## src/rtl/addsub_multicycle.sv

```systemverilog
// addsub_multicycle: signed add/subtract computed CHUNK bits per cycle, LSB slice first,
// with Y86-style ZF/SF/OF plus raw carry and valid/ready handshakes on both sides.
module addsub_multicycle #(
  parameter int WIDTH = 64,
  parameter int CHUNK = 16
) (
  input  logic             clk,
  input  logic             rst,
  input  logic             in_valid,
  output logic             in_ready,
  input  logic             sub,
  input  logic [WIDTH-1:0] a,
  input  logic [WIDTH-1:0] b,
  output logic             out_valid,
  input  logic             out_ready,
  output logic [WIDTH-1:0] result,
  output logic             zf,
  output logic             sf,
  output logic             of,
  output logic             cf
);
  localparam int NCHUNK = WIDTH / CHUNK;
  localparam int IW = NCHUNK > 1 ? $clog2(NCHUNK) : 1;

  typedef enum logic [1:0] {IDLE, CALC, DONE} state_t;

  state_t           state_q, state_d;
  logic [WIDTH-1:0] a_q, a_d, b_q, b_d, result_q, result_d;
  logic [IW-1:0]    idx_q, idx_d;
  logic             carry_q, carry_d;
  logic             zf_q, zf_d, sf_q, sf_d, of_q, of_d, cf_q, cf_d;
  logic [CHUNK:0]   sum;
  logic             last;

  // b is stored pre-inverted for subtraction so CALC is a plain add with carry-in
  always_comb begin
    sum = {1'b0, a_q[idx_q*CHUNK +: CHUNK]} + {1'b0, b_q[idx_q*CHUNK +: CHUNK]} + (CHUNK+1)'(carry_q);
    last = idx_q == IW'(NCHUNK - 1);
    state_d = state_q;
    a_d = a_q;
    b_d = b_q;
    result_d = result_q;
    idx_d = idx_q;
    carry_d = carry_q;
    zf_d = zf_q;
    sf_d = sf_q;
    of_d = of_q;
    cf_d = cf_q;
    if (state_q == IDLE && in_valid) begin
      a_d = a;
      b_d = sub ? ~b : b;
      carry_d = sub;
      result_d = '0;
      idx_d = '0;
      state_d = CALC;
    end else if (state_q == CALC) begin
      result_d[idx_q*CHUNK +: CHUNK] = sum[CHUNK-1:0];
      carry_d = sum[CHUNK];
      idx_d = last ? '0 : idx_q + IW'(1);
      if (last) begin
        state_d = DONE;
        zf_d = result_d == '0;
        sf_d = result_d[WIDTH-1];
        of_d = (a_q[WIDTH-1] == b_q[WIDTH-1]) && (result_d[WIDTH-1] != a_q[WIDTH-1]);
        cf_d = sum[CHUNK];
      end
    end else if (state_q == DONE && out_ready) begin
      state_d = IDLE;
    end
  end

  always_ff @(posedge clk or posedge rst) begin
    if (rst) begin
      state_q <= IDLE;
      a_q <= '0;
      b_q <= '0;
      result_q <= '0;
      idx_q <= '0;
      carry_q <= 1'b0;
      zf_q <= 1'b0;
      sf_q <= 1'b0;
      of_q <= 1'b0;
      cf_q <= 1'b0;
    end else begin
      state_q <= state_d;
      a_q <= a_d;
      b_q <= b_d;
      result_q <= result_d;
      idx_q <= idx_d;
      carry_q <= carry_d;
      zf_q <= zf_d;
      sf_q <= sf_d;
      of_q <= of_d;
      cf_q <= cf_d;
    end
  end

  assign in_ready = state_q == IDLE;
  assign out_valid = state_q == DONE;
  assign result = result_q;
  assign zf = zf_q;
  assign sf = sf_q;
  assign of = of_q;
  assign cf = cf_q;
endmodule

```

## config.mk

```make
export PLATFORM = sky130hd
export DESIGN_NAME = addsub_multicycle
export DESIGN_NICKNAME = d
export VERILOG_FILES = /design/src/rtl/addsub_multicycle.sv
export SDC_FILE = /design/constraint.sdc
export NUM_CORES = 1
export LEC_CHECK = 0
export BUFFER_PORTS_ARGS = -buffer_cell sky130_fd_sc_hd__buf_4
export CORE_MARGIN = 1
export CORE_UTILIZATION = 35
export CTS_BUF_LIST = sky130_fd_sc_hd__clkbuf_4 sky130_fd_sc_hd__clkbuf_8
export DETAILED_ROUTE_END_ITERATION = 7
export HOLD_SLACK_MARGIN = 0.12
export PLACE_DENSITY_LB_ADDON = 0.08
export SETUP_SLACK_MARGIN = 0.3
export SLEW_MARGIN = 20
export SYNTH_ARGS = -nofsm -noshare
export SYNTH_HDL_FRONTEND = slang
export SYNTH_SLANG_ARGS = --single-unit
```

## constraint.sdc

```tcl
create_clock -name clk -period 16.8 [get_ports clk]
set_input_delay 3.36 -clock clk [delete_from_list [all_inputs] [get_ports clk]]
set_output_delay 3.36 -clock clk [all_outputs]
set_load 0.05 [all_outputs]
```

[After elaboration in Yosys (flattened, before gate mapping)]
Cells that the tools add are included.
Storage, ports and cells
  flip-flop bits (word level): 201
  output and inout bits: 70
  bits of input ports: 133
Cells by class
  shift-type cells: 4
  reduce and logical (&&, ||, !) cells: 9
  add/subtract/negate cells: 4
  equality and inequality tests: 6
  mux-type cells: 13
  bitwise gates (word level): 2
Operators with widths (number)
  $mux 64: 3
  $shiftx 64x7->16: 2
  $bwmux 64: 1
  $logic_not 64->1: 1
  $not 64->64: 1
  $shift 16x34->64 const A: 1
  $shiftx 16x34->64: 1
  $neg 6->34: 1
  $add 16x16->17: 1
  $add 17x1->17: 1
  $mux 2: 7
  $eq 2x2->1 const B: 2
  $logic_and 1x1->1: 3
  $ne 3x3->1 const B: 1
  $reduce_and 3->1: 1
  $reduce_bool 3->1: 1
  $add 2x1->2 const B: 1
  $eq 2x1->1 const B: 1
  $logic_not 2->1: 1
  $mux 1: 2
  $reduce_and 2->1: 1
  $reduce_bool 2->1: 1
  $eq 1x1->1: 1
  $ne 1x1->1: 1
  $not 1->1: 1

[Longest topological paths before layout]
Gate-level depths: netlist (run 1).
  depth after elaboration: 7
  gate-level depth with buffers: 13
  mapped depth without buffers: 11

[Worst setup path before layout (run 1)]
Ideal clock, no wire load.
  path type: input to register
  start point: in in_valid
  end point: reg a_q[0]
  buffers on the path: 2
  data required time: 16.675 ns
  slack: 12.177 ns
  data arrival time: 4.498 ns
  stages: 4
  cells stage by stage: and2_1 > clkbuf_1 > clkbuf_1 > mux2_2
On the way
  word-level cells in the longest chain between the ends: 1
RTL lines
  start: declaration: line 9  | input logic in_valid,
  $logic_and 1x1->1: line 49  | if (state_q == IDLE && in_valid) begin
  end signal: assignment: line 75  | a_q <= '0;
  end signal: assignment: line 86  | a_q <= a_d;
  end: declaration: line 28  | logic [WIDTH-1:0] a_q, a_d, b_q, b_d, result_q, result_d;
Every way passes these cells.
A chain may end at the register's enable or synchronous reset.

[Final worst setup path (run 1)]
  start point: in in_valid
  end point: reg a_q[13]
Same word-level chain as after synthesis.

==> results summary, run 1 <==
0 antenna diodes ended up in the layout. The remaining number of nets flagged by the antenna check after routing came out at 0. The proportion of synthesized chip area in sequential cells came out at 49.4%.

For the worst setup path, the data arrival time is 5.92 ns. The worst register-to-register path has a depth of 11. The die area came out at 29700 um^2. Synthesis produced a netlist with a net count of 1024. For this run, the post-layout net count is 1223. Setup repair after global routing left no endpoint under its margin. The cell area after synthesis is 10200 um^2. For this run, the leading register cell type out of synthesis is dfrtp_1. The worst relative slew slack is 27.3%. The number of hold violations in the final report came out at 0.

After routing, the total negative slack on setup checks comes to 0 ns. Port buffering added 202 buffers. Leaving out fill and tap cells, the most frequent cell in the layout is buf_4. The worst setup path is of the in -> reg kind. The number of pins with negative max-slew slack in the final report came to 0. The count of yosys warnings during synthesis came out at 0. The core area came out at 28600 um^2. The count of hold-fix buffers inserted at cts came out at 0. The clock buffer count from CTS came out at 38.

The detailed-route wire length per cell came out at 19.5 um. The category of the worst setup path capture point is a flop. The initial utilization of the core area, before any placement, comes to 35.5%. The wire length on met2 came out at 13700 um. The total overflow left after global routing is 0. The synthesis-stage register bit count is 201. The count of non-filler cells in the finished layout came out at 1475. The count of max-cap constraint violations came out at 0.

The end of the worst register-to-register path is zf. Of the available clock period, the critical path in the final layout requires 32.8%. The vertical extent of the die is 172 um. CTS placed an instance of clkbuf_8 at the clock tree root. The post-cts sizing count came out at 0. The number of distinct standard cells referenced by the synthesized netlist is 67. The maximum clock path buffer count came out at 3. Detailed placement ended at an HPWL of 20500 um. The I/O pin total came out at 203. The async set-or-reset flop fraction in the synthesized netlist is 100%. The worst-case hold path end point is a_q[43]. The top routing layer in use is met4. Detailed routing placed a total of 1730 um of wire on met3.

The transition time at the pin with the least slew margin came out at 1.08 ns. The overall fraction of global-route tracks in use came out at 19.8%. The maximum number of pins on one net before global-route repair came out at 112. The post-route netlist has 36.1% of its cells at a drive strength greater than 1.

The area growth from synthesis to layout is 26.5%. The clock transition at the registers of the reported paths is 0.05 ns. Counting flops with a built-in enable in the synthesized netlist gives 0. The DRC violation count after routing came out at 0. The clock sink count came out at 201.

The first-pass GRT wire length is 44400 um. The clock insertion delay at the later pin of the skew report came out at 0.53 ns. The number of global-route vias before repair is 7779. Along the worst path, the maximum fanout reaches 111. The buffer count from post-CTS setup fixing came out at 0.

The placed cell count is 1411. Cells fill 45.0% of the core in the end. The total wire length after detailed routing came out at 28800 um. The worst hold path belongs to the class reg -> reg. The synthesized instance count came out at 868.

A synthesized cell averages 11.7 um^2. The width of the die came out at 172 um. The clock skew after layout came out at 0.0312 ns.

The final RePlAce weighted congestion came out at 0.921. The clock tree synthesis step divided the H-tree into 2 levels. The number of instances on the worst hold path is 1. The count of vias placed by the detailed router came out at 7737. In this run the most critical hold path is launched from a_q[43].

In the layout the commonest cells are 212 x buf_4, 199 x dfrtp_1, 88 x a21oi_1. The number of antenna violations at the first check in global routing is 0. The number of iterations in the first detailed-routing pass is 5. The flow ran to the end, and the final reports show no timing, DRC or antenna violations. The count of routing violations after the opening detailed-route iteration is 485. The smallest clock period supported by the final layout is computed as 5.51 ns.

The final-report setup violation count is 0. The met1 layer wirelength in the final routing came out at 12700 um. The data required time at the worst endpoint came out at 17.20 ns. The standard-cell row count is 62. In this run the critical register-to-register path is launched from idx_q[0].

The element type at the critical path start is an input pin. The peak clock frequency supported by timing is 0.181 GHz. The post-detailed-route via-to-cell ratio came out at 5.25.

The worst register-to-register path has a setup slack of 11.85 ns. The clock tree from TritonCTS is yes.
-- cell type report --
cell class	count	area [um^2]
multi-input cells	603	4910
clock buffers	61	758
inverters	11	48.8
well taps	384	480
fillers	2745	15800
clock inverters	3	42.5
repair buffers	212	1590
flip-flops and latches	201	5030
-- per-layer routing --
layer	vias up	GRT usage, %
met4	0	5.85
met5	-	0
met2	242	32.1
li1	3636	-
met3	47	3.66
met1	3812	26.9
-- cell usage after synthesis, types with 7 or more instances --
library cell / count / area [um^2]
nor4_1: 16 / 100
nand2b_1: 9 / 56.3
o31ai_1: 7 / 52.6
nor2_1: 87 / 327
mux4_2: 32 / 721
a21o_1: 7 / 52.6
inv_1: 11 / 41.3
nand2_1: 24 / 90.1
dfrtp_1: 201 / 5030
ha_1: 21 / 263
xnor2_1: 69 / 604
o21ai_0: 10 / 50.1
nor3_1: 12 / 60.1
mux2_2: 64 / 721
a21oi_1: 91 / 455
clkbuf_1: 43 / 161
a22o_1: 58 / 508
-- flip-flops by register name, summed over array words and instances (netlist names) --
register / count
zf: 1
b_q: 64
carry_q: 1
result: 64
of: 1
idx_q: 2
a_q: 64
cf: 1
sf: 1
state_q: 2
-- worst max path at each step --
stage	startpoint	end	slack, ns	cells after the start
2_1_floorplan	rst	a_q[0]	7.96	1
3_3_place_gp	in_valid	a_q[17]	10.81	5
3_5_place_dp	in_valid	a_q[35]	10.79	5
4_1_cts	in_valid	a_q[35]	11.36	5
5_1_grt	in_valid	a_q[21]	11.15	5
6_report	in_valid	a_q[13]	11.29	5
-- per-stage QoR --
stage	instance area (um^2)	setup WS [ns]	hold WS, ns
after floorplan	10200	7.96	0.475
after global placement	12100	10.81	0.485
after detailed placement	12100	10.79	0.492
after CTS	12900	11.36	0.504
after global routing	12900	11.15	0.514
final	12900	11.29	0.502
-- kinds of logic after synthesis --
kind of cell	synth area share, %
DFF	49.4
and+or+nand+nor	8.55
buffers and inverters	2.41
AOI/OAI and AO/OA	15.8
xor gates and xnor gates	6.36
muxes	14.5
adders and majority gates	2.98
-- worst max-delay path: stages --
cell	delay, ns
buf_4	0.08
and2_4	0.19
buf_4	0.78
buf_4	0.94
mux2_2	0.42
Power of run 1 is left out: the tool's default activity adds up to more than one toggle a clock period on the data nets, which glitch-free logic cannot reach.
==> run 2: changes to the inputs <==
Clock period 16.8 ns to 4.5 ns, I/O delays scaled along.
==> run 2 against run 1 <==
Against the previous run:
- final area grew 0.18%
- count of clock-buffer cells in the layout shrank 5
- setup slack lost 11 ns
- critical endpoint is now zf
- largest cell class unchanged
==> results summary, run 2 (same netlist as run 1, synthesis figures left out) <==
The flow ran to the end, and the final reports show no timing, DRC or antenna violations. The clock transition at the registers of the reported paths is 0.06 ns. The data required time at the worst endpoint is 4.95 ns. The buffer count from post-CTS setup fixing came out at 0.

The count of routing violations after the opening detailed-route iteration is 451. The clock sink count came out at 201. The total inserted antenna cells is 0. The port buffer count came out at 202. The aggregate negative setup slack is 0 ns.

The number of hold violations in the final report came out at 0. The arrival time of the worst setup path came out at 4.28 ns. The filler cell count is 2774. In the final layout, flip-flops and latches occupy 5030 um^2. The depth of the CTS H-tree came out at 2. The total wire length after detailed routing is 29700 um. The worst pin sits at a relative slew slack of 30.6%. The maximum clock path buffer count is 3. STA classifies the critical path startpoint as a flop. Walking the worst path, the cells encountered are mux4_2, fa_1, fa_1, a21o_1, a221oi_2, xnor2_1, o21a_1, a2111oi_0, nand4_1, o21ai_1.

The remaining number of nets flagged by the antenna check after routing is 0. The first global-routing pass estimated 46300 um of wire. The post-detailed-route via-to-cell ratio came out at 5.20. The start-to-end type of the worst setup path is reg -> reg.

The area taken by multi-input logic gates came out at 4910 um^2. The library cell used most frequently in the layout, excluding fill and tap cells, is buf_4. The width of the die came out at 172 um.

The number of antenna violations at the first check in global routing is 0. The core area came out at 28600 um^2. The share of the cycle needed by the critical path after routing is 85.1%.

The number of global-route vias before repair is 7860. For this design, the CTS-stage hold fixing added 0 buffers. The standard-cell row count came out at 62. The starting density of the core is 35.5%. The final-report setup violation count came out at 0.

The min-delay analysis places its worst path in the category reg -> reg. The layout-stage area growth over the synthesis result came out at 26.7%. The transition time at the pin with the least slew margin came out at 1.04 ns. The clock buffer count from CTS is 37.

The clock insertion delay at the later pin of the skew report is 0.52 ns. The number of cells traversed by the worst register-to-register path is 10. Leaving out fill and tap cells, the most frequent cells in the layout are 221 x buf_4, 199 x dfrtp_1, 89 x a21oi_1.

The number of pins with negative max-slew slack in the final report came out at 0. In this run the clock root is driven by a clkbuf_8. The clock skew after layout is 0.0222 ns. The count of max-cap constraint violations is 0.

The vertical extent of the die came out at 172 um. In the global route stage, overall resource usage came out at 20.6%. The layout net count is 1234. The number of instances on the worst hold path came out at 2. The minimum period implied by the final worst setup slack is 3.83 ns.

The number of iterations in the first detailed-routing pass came out at 5. The I/O pin total came out at 203. The cell that appears most often on the critical path is fa_1. TritonCTS built the clock tree. The final RePlAce weighted congestion is 0.892.

Setup repair after global routing left no endpoint under its margin. Summing over every cut layer, the via total after detailed routing is 7707. The category of the worst setup path capture point is a flop.

Dividing the detail-routed wire length by the instance count gives 20.0 um. The maximum net fanout on the critical path came out at 6. After detailed routing, the number of remaining DRC violations is 0. The die area is 29700 um^2.

Of the cells placed in the final design, the portion with a size suffix greater than 1 is 36.4%. The longest individual stage delay on the worst path is 0.53 ns. Entering global routing, the biggest net connects 168 pins. Summed over all nets, the half-perimeter wirelength after detailed placement is 21300 um. The total overflow left after global routing is 0. The peak clock frequency supported by timing came out at 0.261 GHz.

The number of gates resized after CTS was 0. The largest individual stage delay along the critical path comes from the cell mux4_2.
==> run 2: changes by cell type in the layout (fill, tap and decap cells not counted), sizes merged <==
cell    change
clkbuf      -5
bufinv      -1
buf        +12
clkinv      +2
==> run 2: cell type report <==
cell class	instances	share of cell area, %
flip-flops and latches	201	39.0
multi-input cells	603	38.1
repair buffers	224	13.3
clock buffers	56	5.30
well taps	384	3.73
inverters	11	0.349
clock inverters	4	0.184
==> run 2: final timing paths <==
check                                  end  slack [ns]      from
worst max-delay path                    zf        0.67  idx_q[0]
worst min-delay path                    cf        0.49        cf
worst max register to register          zf        0.67  idx_q[0]
worst min register to register          cf        0.49        cf
max in group asynchronous       state_q[1]        3.16       rst
min in group asynchronous          a_q[51]        0.56       rst
==> run 2: layer usage <==
layer | track usage [%] | share of wire (%)
met1 | 28.7 | 46
met2 | 33.1 | 47
met3 | 3.25 | 4.7
met4 | 6.12 | 2.3
met5 | 0 | 0
==> run 2: critical path: cells and delay by family, from the launching register on <==
family	cells	cell delay, ns
simple gates	1	0.17
flops	1	0.42
fa+ha+maj	2	0.88
compound gates	5	1.44
mux	1	0.53
xor+xnor	1	0.33
==> run 2: per-stage QoR <==
stage / std cells / hold WS [ns] / util (%) / worst slack (ns) / area [um^2]
finish: 1483 / 0.492 / 45.0 / 0.672 / 12900
global route: 1483 / 0.519 / 45.0 / 0.433 / 12900
CTS: 1483 / 0.505 / 45.0 / 0.664 / 12900
detailed placement: 1423 / 0.493 / 42.5 / 0.657 / 12200
global placement: 1423 / 0.485 / 42.5 / 0.691 / 12200
floorplan: 868 / 0.475 / - / 0.583 / 10200
Power of run 2 is left out for the same reason.
==> run 3: changes to the inputs <==
Settings changed: CELL_PAD_IN_SITES_DETAIL_PLACEMENT from default to 1, CELL_PAD_IN_SITES_GLOBAL_PLACEMENT from default to 2, CORE_UTILIZATION 35 to 34.
==> run 3 against run 2 <==
Against the previous run:
- hold slack got worse by 0.0098 ns
- count of clock-buffer cells in the layout increased by 3
- global-route usage decreased by 0.24 points
- clock skew increased by 0.0073 ns
- first-iteration DRC count decreased by 1.3%
- core utilization decreased by 0.53 points
- die area increased by 2.9%
- maximum frequency decreased by 1.4%
- register-to-register slack got worse by 0.05 ns
==> results summary, run 3 (same netlist as run 1, synthesis figures left out) <==
The flow ran to the end, and the final reports show no timing, DRC or antenna violations. The number of iterations in the first detailed-routing pass came out at 6. The least setup slack across all paths after layout is 0.617 ns. Static timing analysis puts the maximum clock frequency at 0.258 GHz.

The vertical extent of the die is 175 um. After detailed routing, the average wire length per cell comes to 20.6 um. The post-detailed-route via-to-cell ratio came out at 5.21. The initialized floorplan defines 62 standard-cell rows. The clock transition at the registers of the reported paths is 0.06 ns.

The number of global-route vias before repair is 8300. The transition time at the pin with the least slew margin is 1.03 ns. The count of max-cap constraint violations is 0. 203 I/O pins were placed. For this design, the sink count on the clock tree is 201. The number of pins with negative max-slew slack in the final report came out at 0. Summed over all layers, the global routing overflow is 0. The maximum number of pins on one net before global-route repair is 162. The port buffer count came out at 202. The category of the worst setup path capture point is a flop. Cells with a size suffix above 1 make up 36.5% of the layout.

The worst hold path belongs to the class in -> async. In the layout the commonest cells are 220 x buf_4, 199 x dfrtp_1, 90 x a21oi_1. The maximum net fanout on the critical path is 16. In this run the tightest slew margin relative to its limit is 31.4%. The total inserted antenna cells came out at 0. The aggregate negative setup slack is 0 ns. The clock insertion delay at the later pin of the skew report came out at 0.55 ns. The element type at the critical path start is a flop.

The count of routing violations after the opening detailed-route iteration came out at 445. The setup path with the least slack is of type reg -> reg. After detailed routing, the number of remaining DRC violations is 0. The post-cts sizing count came out at 0.

Setup repair after global routing left no endpoint under its margin. The leading cell type in the layout, fill and taps excluded is buf_4. The clock buffer count from CTS came out at 38. The post-layout utilization of the core came out at 44.5%.

The final-report setup violation count came out at 0. The width of the die is 175 um. The clock skew after layout is 0.0296 ns. The number of hold violations in the final report came out at 0. The depth of the CTS H-tree came out at 2. In the finished design, the share of the clock period the worst path needs comes to 86.3%. The total wire length after detailed routing came out at 30600 um. Counting I/O delays and the setup requirement, the final critical path takes 3.88 ns. The maximum clock path buffer count is 3.

The die covers 30600 um^2. Hold repair after CTS inserted 0 buffers. The final RePlAce weighted congestion came out at 0.908. The layout-stage area growth over the synthesis result came out at 27.3%. The first global-routing pass estimated 48300 um of wire. The count of vias placed by the detailed router is 7743.

TritonCTS built the clock tree. The data required time at the worst endpoint is 4.97 ns. In the final design database the tool counted 1234 nets. The number of setup buffers added after CTS is 0. The initial utilization of the core area, before any placement, comes to 35.0%. Clock tree synthesis selected as its root buffer the cell clkbuf_8.

Hold is met by 0.482 ns. The overall fraction of global-route tracks in use is 20.4%. The number of antenna violations at the first check in global routing came out at 0.

After legalization and detailed placement, the total HPWL measured 22400 um. The core area is 29100 um^2. The arrival time of the worst setup path came out at 4.35 ns. The worst setup timing slack at the placement stage is 0.648 ns. The count of nets left with antenna violations once routing finished came out at 0.
[run 3: layout make-up]
class | count | area, um^2
Tap cell | 384 | 480
Fill cell | 3213 | 16100
Timing Repair Buffer | 223 | 1710
Inverter | 11 | 45.0
Clock inverter | 5 | 68.8
Sequential cell | 201 | 5030
Clock buffer | 59 | 706
Multi-Input combinational cell | 603 | 4900
[run 3: worst paths after layout]
path                       depth (start not counted)   endpoint  slack [ns]     start
max reg2reg                                       10         zf        0.62  idx_q[1]
max in group asynchronous                          3    a_q[50]        3.12       rst
min                                                2  result[1]        0.48       rst
min in group clk                                   2         cf        0.49        cf
min reg2reg                                        2         cf        0.49        cf
max                                               10         zf        0.62  idx_q[1]
[run 3: layer usage]
layer	track usage, %	vias up	share of wire, %
met5	0	-	0
li1	-	3623	-
met4	5.54	0	1.8
met1	27.6	3893	46
met3	3.37	40	4.2
met2	33.8	187	48
[run 3: stage by stage]
| stage | area (um^2) | std cells |
|---|---|---|
| final | 12900 | 1486 |
| after global routing | 12900 | 1486 |
| after CTS | 12900 | 1486 |
| after detailed placement | 12200 | 1422 |
| after global placement | 12200 | 1422 |
| after floorplan | 10200 | 868 |
[run 3: worst max-delay path: stages (launching register included)]
cell and delay (ns):
dfrtp_2 0.63, mux4_2 0.39, fa_1 0.48, fa_1 0.42
a21o_1 0.23, a221oi_2 0.39, xnor2_1 0.34, o21a_1 0.27
a2111oi_0 0.37, nand4_1 0.15, o21ai_1 0.14
Power of run 3 is left out for the same reason.
